`config.mk`:
```
export PLATFORM = sky130hd
export DESIGN_NAME = uart_rx_flat
export DESIGN_NICKNAME = d
export VERILOG_FILES = /design/src/rtl/uart_rx_pkg.sv /design/src/rtl/uart_rx_if.sv /design/src/rtl/uart_rx_sync.sv /design/src/rtl/uart_rx.sv /design/src/flat_wrapper.sv
export SDC_FILE = /design/constraint.sdc
export NUM_CORES = 1
export LEC_CHECK = 0
export CORE_MARGIN = 2
export CORE_UTILIZATION = 54
export DETAILED_ROUTE_END_ITERATION = 7
export MAX_ROUTING_LAYER = met4
export PLACE_DENSITY = 0.81
export SYNTH_ARGS = -nofsm -noshare
export SYNTH_HDL_FRONTEND = slang
export SYNTH_SLANG_ARGS = --single-unit
```
`constraint.sdc`:
```
create_clock -name clk -period 2 [get_ports clk]
set_input_delay 0.2 -clock clk [delete_from_list [all_inputs] [get_ports clk]]
set_output_delay 0.2 -clock clk [all_outputs]
set_load 0.01 [all_outputs]
```
`src/rtl/uart_rx_pkg.sv`:
```
// Shared types and defaults for the UART receiver.
// The optional parity stage is controlled by the UART_RX_PARITY_EN macro.
package uart_rx_pkg;

    localparam int OVERSAMPLE_DEF = 16;
    localparam int DATA_BITS_DEF  = 8;

    typedef enum logic [2:0] {
        ST_IDLE   = 3'd0,
        ST_START  = 3'd1,
        ST_DATA   = 3'd2,
`ifdef UART_RX_PARITY_EN
        ST_PARITY = 3'd3,
`endif
        ST_STOP   = 3'd4
    } state_t;

    // The word is zero-extended into 16 bits, so the unused upper bits do not change the result.
    function automatic logic expected_parity(input logic [15:0] word, input logic odd);
        return (^word) ^ odd;
    endfunction

endpackage

```
`src/rtl/uart_rx_if.sv`:
```
// Receive-side result bus between uart_rx and the APB register block.
interface uart_rx_if #(
    parameter int data_bits = 8
);
    logic [data_bits-1:0] data_out;
    logic                 rx_valid;
    logic                 rx_busy;
    logic                 frame_err;
    logic                 parity_err;

    modport master (output data_out, rx_valid, rx_busy, frame_err, parity_err);
    modport slave  (input  data_out, rx_valid, rx_busy, frame_err, parity_err);
endinterface

```
`src/rtl/uart_rx_sync.sv`:
```
// Two-flop synchroniser with a falling-edge detector.
// All flops reset to 1, which matches an idle-high line.
module uart_rx_sync (
    input  logic clk,
    input  logic rst_n,
    input  logic async_in,
    output logic sync_out,
    output logic fall
);
    logic meta_r;
    logic sync_r;
    logic prev_r;

    // Resynchronisation chain, plus one extra stage for edge detection
    always_ff @(posedge clk or posedge rst_n) begin
        if (rst_n) begin
            meta_r <= 1'b1;
            sync_r <= 1'b1;
            prev_r <= 1'b1;
        end else begin
            meta_r <= async_in;
            sync_r <= meta_r;
            prev_r <= sync_r;
        end
    end

    assign sync_out = sync_r;
    assign fall     = prev_r & ~sync_r;
endmodule

```
`src/rtl/uart_rx.sv`:
```
// UART receiver: mid-bit sampling on the oversample tick, LSB first.
// When UART_RX_PARITY_EN is defined, the frame carries a parity bit, checked with the sense set by parity_odd.
module uart_rx
    import uart_rx_pkg::*;
#(
    parameter int oversample = OVERSAMPLE_DEF,
    parameter int data_bits  = DATA_BITS_DEF,
    parameter bit parity_odd = 1'b0
) (
    input  logic       clk,
    input  logic       rst_n,
    input  logic       s_tick,
    input  logic       rx_en,
    input  logic       rx,
    uart_rx_if.master  bus
);
    localparam int TW = $clog2(oversample);
    localparam int BW = $clog2(data_bits);
    localparam logic [TW-1:0] TICK_MID = TW'(oversample / 2 - 1);
    localparam logic [TW-1:0] TICK_END = TW'(oversample - 1);
    localparam logic [BW-1:0] BIT_LAST = BW'(data_bits - 1);

    state_t                state_r, state_n;
    logic [TW-1:0]         tick_r, tick_n;
    logic [BW-1:0]         bit_r, bit_n;
    logic [data_bits-1:0]  shift_r, shift_n;
    logic [data_bits-1:0]  data_r, data_n;
    logic                  mis_r, mis_n;
    logic                  valid_r, valid_n;
    logic                  ferr_r, ferr_n;
    logic                  perr_r, perr_n;
    logic                  busy_r;
    logic                  rx_sync_s;
    logic                  rx_fall_s;

    uart_rx_sync u_sync (
        .clk      (clk),
        .rst_n    (rst_n),
        .async_in (rx),
        .sync_out (rx_sync_s),
        .fall     (rx_fall_s)
    );

`ifndef UART_RX_PARITY_EN
    logic unused_parity_odd_s;
    assign unused_parity_odd_s = parity_odd;
`endif

    // State, counters and output pulse registers
    always_ff @(posedge clk or posedge rst_n) begin
        if (rst_n) begin
            state_r <= ST_IDLE;
            tick_r  <= '0;
            bit_r   <= '0;
            shift_r <= '0;
            data_r  <= '0;
            mis_r   <= 1'b0;
            valid_r <= 1'b0;
            ferr_r  <= 1'b0;
            perr_r  <= 1'b0;
            busy_r  <= 1'b0;
        end else begin
            state_r <= state_n;
            tick_r  <= tick_n;
            bit_r   <= bit_n;
            shift_r <= shift_n;
            data_r  <= data_n;
            mis_r   <= mis_n;
            valid_r <= valid_n;
            ferr_r  <= ferr_n;
            perr_r  <= perr_n;
            busy_r  <= (state_n != ST_IDLE);
        end
    end

    // Next-state logic; a bit is sampled only on clocks where s_tick is high
    always_comb begin
        state_n = state_r;
        tick_n  = tick_r;
        bit_n   = bit_r;
        shift_n = shift_r;
        data_n  = data_r;
        mis_n   = mis_r;
        valid_n = 1'b0;
        ferr_n  = 1'b0;
        perr_n  = 1'b0;
        if (!rx_en) begin
            state_n = ST_IDLE;
            tick_n  = '0;
            bit_n   = '0;
        end else begin
            case (state_r)
                ST_IDLE: begin
                    // Only a fresh falling edge arms the receiver, so a line held low (break) is ignored
                    if (rx_fall_s) begin
                        state_n = ST_START;
                        tick_n  = '0;
                        mis_n   = 1'b0;
                    end else begin
                        state_n = ST_IDLE;
                    end
                end
                ST_START: begin
                    if (s_tick) begin
                        if (tick_r == TICK_MID) begin
                            tick_n  = '0;
                            bit_n   = '0;
                            state_n = rx_sync_s ? ST_IDLE : ST_DATA;
                        end else begin
                            tick_n = tick_r + TW'(1);
                        end
                    end else begin
                        tick_n = tick_r;
                    end
                end
                ST_DATA: begin
                    if (s_tick) begin
                        if (tick_r == TICK_END) begin
                            tick_n  = '0;
                            shift_n = {rx_sync_s, shift_r[data_bits-1:1]};
                            if (bit_r == BIT_LAST) begin
                                bit_n = '0;
`ifdef UART_RX_PARITY_EN
                                state_n = ST_PARITY;
`else
                                state_n = ST_STOP;
`endif
                            end else begin
                                bit_n = bit_r + BW'(1);
                            end
                        end else begin
                            tick_n = tick_r + TW'(1);
                        end
                    end else begin
                        tick_n = tick_r;
                    end
                end
`ifdef UART_RX_PARITY_EN
                ST_PARITY: begin
                    if (s_tick) begin
                        if (tick_r == TICK_END) begin
                            tick_n  = '0;
                            mis_n   = rx_sync_s != expected_parity(16'(shift_r), parity_odd);
                            state_n = ST_STOP;
                        end else begin
                            tick_n = tick_r + TW'(1);
                        end
                    end else begin
                        tick_n = tick_r;
                    end
                end
`endif
                ST_STOP: begin
                    if (s_tick) begin
                        if (tick_r == TICK_END) begin
                            tick_n  = '0;
                            data_n  = shift_r;
                            state_n = ST_IDLE;
                            if (rx_sync_s) begin
                                valid_n = 1'b1;
`ifdef UART_RX_PARITY_EN
                                perr_n  = mis_r;
`else
                                perr_n  = 1'b0;
`endif
                            end else begin
                                ferr_n = 1'b1;
                            end
                        end else begin
                            tick_n = tick_r + TW'(1);
                        end
                    end else begin
                        tick_n = tick_r;
                    end
                end
                default: begin
                    state_n = ST_IDLE;
                    tick_n  = '0;
                    bit_n   = '0;
                end
            endcase
        end
    end

    assign bus.data_out   = data_r;
    assign bus.rx_valid   = valid_r;
    assign bus.frame_err  = ferr_r;
    assign bus.parity_err = perr_r;
    assign bus.rx_busy    = busy_r;
endmodule

```
`src/flat_wrapper.sv`:
```
// flat-port wrapper written by rule: the top's interface ports become plain ports
module uart_rx_flat import uart_rx_pkg::*;
#(
    parameter int oversample = OVERSAMPLE_DEF,
    parameter int data_bits  = DATA_BITS_DEF,
    parameter bit parity_odd = 1'b0
)
  (clk, rst_n, s_tick, rx_en, rx, bus_data_out, bus_rx_valid, bus_rx_busy, bus_frame_err, bus_parity_err);
  uart_rx_if #(.data_bits(data_bits)) bus_i ();
  input  logic clk;
  input  logic rst_n;
  input  logic s_tick;
  input  logic rx_en;
  input  logic rx;
  output wire logic [$bits(bus_i.data_out)-1:0] bus_data_out;
  output wire logic [$bits(bus_i.rx_valid)-1:0] bus_rx_valid;
  output wire logic [$bits(bus_i.rx_busy)-1:0] bus_rx_busy;
  output wire logic [$bits(bus_i.frame_err)-1:0] bus_frame_err;
  output wire logic [$bits(bus_i.parity_err)-1:0] bus_parity_err;
  assign bus_data_out = bus_i.data_out;
  assign bus_rx_valid = bus_i.rx_valid;
  assign bus_rx_busy = bus_i.rx_busy;
  assign bus_frame_err = bus_i.frame_err;
  assign bus_parity_err = bus_i.parity_err;
  uart_rx #(.oversample(oversample), .data_bits(data_bits), .parity_odd(parity_odd)) u_core (.clk(clk), .rst_n(rst_n), .s_tick(s_tick), .rx_en(rx_en), .rx(rx), .bus(bus_i));
endmodule
```
== Word level (Yosys, flattened, before mapping) ==
Cells that the tools add are included.

* Bitwise operators: 2
* Multiplexer cells: 35
* Equality and inequality tests: 13
* Reduce and logical (&&, ||, !) cells: 8
* $add $sub $neg: 2

{| class="wikitable"
|+ Operators with widths
! cell !! number
|-
| $mux 3 || 14
|-
| $mux 4 || 6
|-
| $pmux 3 s4 || 1
|-
| $pmux 4 s3 || 1
|-
| $mux 1 || 11
|-
| $ne 3x2->1 const B || 3
|-
| $ne 3x3->1 const B || 3
|-
| $pmux 3 s3 || 1
|-
| $reduce_and 4->1 || 2
|-
| $eq 3x3->1 const B || 2
|-
| $reduce_and 5->1 || 1
|-
| $add 4x1->4 const B || 1
|-
| $eq 4x3->1 const B || 1
|-
| $eq 4x4->1 const B || 1
|-
| $reduce_or 2->1 || 2
|-
| $add 3x1->3 const B || 1
|-
| $eq 3x1->1 const B || 1
|-
| $eq 3x2->1 const B || 1
|-
| $logic_not 3->1 || 1
|-
| $reduce_and 3->1 || 1
|-
| $reduce_bool 3->1 || 1
|-
| $mux 2 || 1
|-
| $ne 2x2->1 const B || 1
|-
| $and 1x1->1 || 1
|-
| $not 1->1 || 1
|}

* Bits in registers: 32
* Logic and storage cells: 71
* Input bits: 5
* Output and inout bits: 12

== Depth between registers and ports, before layout ==
Gate-level depths: netlist (run 1).

* Word-level depth: 7
* Depth in mapped cells: 5
* Gate-level depth less buffers: 5

== Hierarchy ==
Synthesis (run 1) repeated with hierarchy kept, for this count alone.

* Cells, all modules: 127
* Area, all modules: 1531.5 um^2

{| class="wikitable"
|+ Modules (own cells, without submodules)
! module !! instances !! seq. area each (um^2) !! cells an instance !! area an instance (um^2)
|-
| uart_rx || 1 || 725.7 || 122 || 1435.1
|-
| uart_rx_sync || 1 || 78.8 || 5 || 96.3
|}

== Worst setup path after synthesis (run 1) ==
No wires, ideal clock.

* Kind: register to register
* Start: reg u_core.tick_r[0]
* End: reg u_core.bit_r[0]
* Setup slack: 0.429 ns
* Stages on the path, launching flop included: 5
* Path buffers: 0
* Required time: 1.875 ns
* Clock period less this slack: 1.571 ns
* Setup time: 0.125 ns
* Data arrival time: 1.446 ns
* Path through: dfrtp_1 ha_1 and3_1 a21oi_1 mux2_2

* Longest elaborated chain between the ends: 3
* Elaborated cells on any way between the ends: 5
* Those cells by class: eq/ne (4); reduce/logical (1)

{| class="wikitable"
|+ Ends and longest elaborated chain
! item !! RTL line !! text
|-
| start: declaration || uart_rx.sv:24 || <nowiki>logic [TW-1:0] tick_r, tick_n;</nowiki>
|-
| start signal: assignment || uart_rx.sv:64 || <nowiki>tick_r <= tick_n;</nowiki>
|-
| $eq 4x4->1 / $eq 4x3->1 (equally long branches) || uart_rx.sv:118, uart_rx.sv:105 ||
|-
| $ne 3x2->1 (no line) || - ||
|-
| $reduce_and 5->1 (no line) (*) || - ||
|-
| end signal: assignment || uart_rx.sv:65 || <nowiki>bit_r <= bit_n;</nowiki>
|-
| end: declaration || uart_rx.sv:25 || <nowiki>logic [BW-1:0] bit_r, bit_n;</nowiki>
|}

Every way passes the cells marked *; elsewhere a longest branch is shown, timed or not.
A chain may end at the register's enable or synchronous reset.

== Worst setup path after layout (run 1) ==
* Start: reg u_core.state_r[1]
* End: reg u_core.shift_r[1]

* Longest elaborated chain between the ends: 2

{| class="wikitable"
|+ Ends and longest elaborated chain
! item !! RTL line !! text
|-
| start: declaration || uart_rx.sv:23 || <nowiki>state_t state_r, state_n;</nowiki>
|-
| start signal: assignment || uart_rx.sv:63 || <nowiki>state_r <= state_n;</nowiki>
|-
| $eq 3x2->1 || uart_rx.sv:92 || <nowiki>case (state_r)</nowiki>
|-
| $reduce_and 4->1 (no line) || - ||
|-
| end signal: assignment || uart_rx.sv:66 || <nowiki>shift_r <= shift_n;</nowiki>
|-
| end: declaration || uart_rx.sv:26 || <nowiki>logic [data_bits-1:0] shift_r, shift_n;</nowiki>
|}

No other way between the ends.

==> results of run 1 <==
-- critical path, cell delays in order (launching register included) --
cell	delay [ps]
dfrtp_1	640
nor2b_1	250
nand2_1	110
nor2_2	350
mux2_2	390
-- final cells by class --
class | instances | area, um2
repair buffers | 18 | 173
clock buffers | 6 | 41.3
inverters | 6 | 22.5
clock inverters | 1 | 5.00
flip-flops and latches | 32 | 805
well taps | 31 | 38.8
fillers | 218 | 976
multi-input cells | 82 | 649
-- cell usage in the layout (no fill, tap or decap), types with 2 or more instances in the layout --
cell              n
nand2b_1          2
o21ai_0           3
nand3_1           4
dfstp_2           3
inv_1             6
dfrtp_1          29
nand4_1           2
mux2i_1           3
buf_4             3
mux2_2           17
ha_1              3
nor2b_1           4
clkdlybuf4s50_1  15
and2b_1           2
nor2_1            5
clkbuf_4          5
nand2_1           5
a21oi_1           5
a21o_1            2
o211ai_1          3
-- stage by stage --
step,cells,util [%],total power [W]
floorplan,125,-,0.000711
global placement,169,62.3,0.000733
detailed placement,169,62.3,0.000735
CTS,176,64.0,0.00107
global route,176,64.0,0.00110
finish,176,64.0,0.00105
-- routing by layer --
metal / vias to the layer above / GRT usage (%) / routed length, um
met1: 517 / 23.7 / 1200
li1: 480 / - / -
met2: 17 / 30.0 / 1350
met3: 6 / 7.14 / 108
met4: 0 / 6.98 / 39
met5: - / - / 0
-- power breakdown --
part	internal, W	switching [W]	total [W]
Combinational	0.0000259	0.0000329	0.0000588
Clock	0.000129	0.000194	0.000323
Sequential	0.000655	0.00000818	0.000664
Total	0.000810	0.000235	0.00105
-- cell families after synthesis --
family | count (synthesis)
buf+inv | 11
flops | 32
compound gates | 19
other cells | 1
fa+ha+maj | 3
xor+xnor | 3
simple gates | 36
mux | 20
-- flip-flops by register name (all words and copies together), names as in the netlist --
name and cells:
u_core.bit_r 3, u_core.u_sync.meta_r 1, u_core.bus.rx_busy 1, u_core.u_sync.prev_r 1, u_core.tick_r 4, u_core.state_r 3
u_core.shift_r 8, u_core.bus.data_out 8, u_core.bus.rx_valid 1, u_core.u_sync.sync_out 1, u_core.bus.frame_err 1
-- synth_stat cells (2+ instances only) --
library cell	number
dfrtp_1	29
mux2_2	17
inv_1	6
a21oi_1	5
nand2_1	5
nor2_1	5
nand3_1	4
nor2b_1	4
dfstp_2	3
ha_1	3
mux2i_1	3
o211ai_1	3
o21ai_0	3
a21o_1	2
and2b_1	2
buf_4	2
nand2b_1	2
nand4_1	2
-- worst max path at each step --
stage                      start                end  slack (ps)  cells after the start
2_1_floorplan   u_core.tick_r[0]    u_core.bit_r[0]         430                      4
3_3_place_gp               rx_en  u_core.shift_r[3]         170                      5
3_5_place_dp               rx_en  u_core.shift_r[1]         110                      5
4_1_cts        u_core.state_r[1]  u_core.shift_r[1]         170                      4
5_1_grt        u_core.state_r[1]  u_core.shift_r[1]          30                      4
6_report       u_core.state_r[1]  u_core.shift_r[1]         170                      4
==> results.toml, run 1 <==
[route]
num_vias = 1020
wl_per_cell_um = 15.3
firstDrtPassIters = 4
drtIter0Drc = 25
routed_wl_mm = 2.70
drc_errors = 0
vias_per_cell = 5.80
ant_nets = 0

[floorplan]
num_io_pins = 17
coreArea_um2 = 2710
dieArea_um2 = 3240
rows = 19
initial_utilization_pct = 55.8
die_h_um = 56.9
fp.dieW_um = 56.9

[clock_network]
cts_buffers = 5
cts_tree = "yes"
clockRootBuffer = "clkbuf_4"
clkSinkCount = 32
ctsHoldBuffers = 0
clkLatencyLatePin_ps = 320
clk_pin_slew_ps = 90
post-cts-setup-buffers = 0
clk_path_buf_depth = 2
cts_htree_levels = 2
cts_repair_resize_count = 0

[synth]
synthArstFlopShare_pct = 100
synth_top_family_by_area = "multiplexers"
synth_compound_area_share_pct = 8.85
synth_fa_ha_area_share_pct = 2.48
synthSimpleGateAreaFrac_pct = 14.5
ys.flop_type = "dfrtp_1"
synth_xor_area_share_pct = 2.23
synth_mux_area_share_pct = 14.6
yosys.area.top_type = "dfrtp_1"
ys_types = 43
ys_ff_latch = 32
syn_inst = 125
synth_nets = 133
synth-edff-count = 0
synth_top_area_share_pct = 48.0
ys_warn_count = 0
ys_seq_area_share_pct = 53.2
syn_area_per_cell_um2 = 12.1
syn-cell-area_um2 = 1510
synth.top_cells.by_area = "dfrtp_1 48%, mux2_2 13%, dfstp_2 5.2%"

[setup_path]
reg2reg_depth = 4
critPathArrivalTime_ps = 2050
crit_path_end_kind = "flop"
r2r-end = "u_core.shift_r[1]"
startpoint_type = "flop"
reg2reg_slack_ps = 170
path_class = "reg -> reg"
required_ps = 2210
critical_path.max_fanout = 13
timing.rr.start = "u_core.state_r[1]"

[grt]
grt_pass1_wl_mm = 4.52
grt_overflow = 0
grt_start_max_net_pins = 33
antenna_found_initial = 0
grt_pass1_vias = 994
grt_usage_pct = 19.5

[pwr]
p_leak_nw = 0.826
powerDensity_nw_per_um2 = 603
ir_drop_uv = 651

[sta]
setup_ws_ps = 165
setup_tns_ps = 0
fin_skew_ps = 4.74
setup_viol = 0
holdWs_ps = 247
hold_viol_final = 0
final_min_period_over_clock_period_pct = 91.7
max_freq_mhz = 545
relSlewSlack_pct = 66.9
fin_crit_ps = 1830
worst_pin_slew_ps = 492
slew_viol_final = 0
rsz0062_at_grt = "no"

[min_path]
min_path_type = "in -> async"

[placement]
numPortBuffers = 15
postPlaceCellArea_um2 = 1690
gp_congestion = 0.788
hpwl_mm = 1.86
place_ws_ps = 112

[layout]
post-route-cell-area_um2 = 1730
drive_above_1_share_pct = 25.5
area_growth_pct = 14.6
nets = 153
n_antenna_cell = 0

[flow_run]
drv_cap = 0

[run_status]
status = "finished clean"
(Power assumes the default switching activity.)
==> inputs of run 2 (changes only) <==
ABC_CLOCK_PERIOD_IN_PS = 2000   (was default)
==> results of run 2 <==
The final DEF is identical to that of run 1; final timing and power are the same.
==> inputs of run 3 (changes only) <==
CTS_CLUSTER_SIZE = 16   (was default)
==> results of run 3 <==
The final DEF is identical to that of run 1; final timing and power are the same.
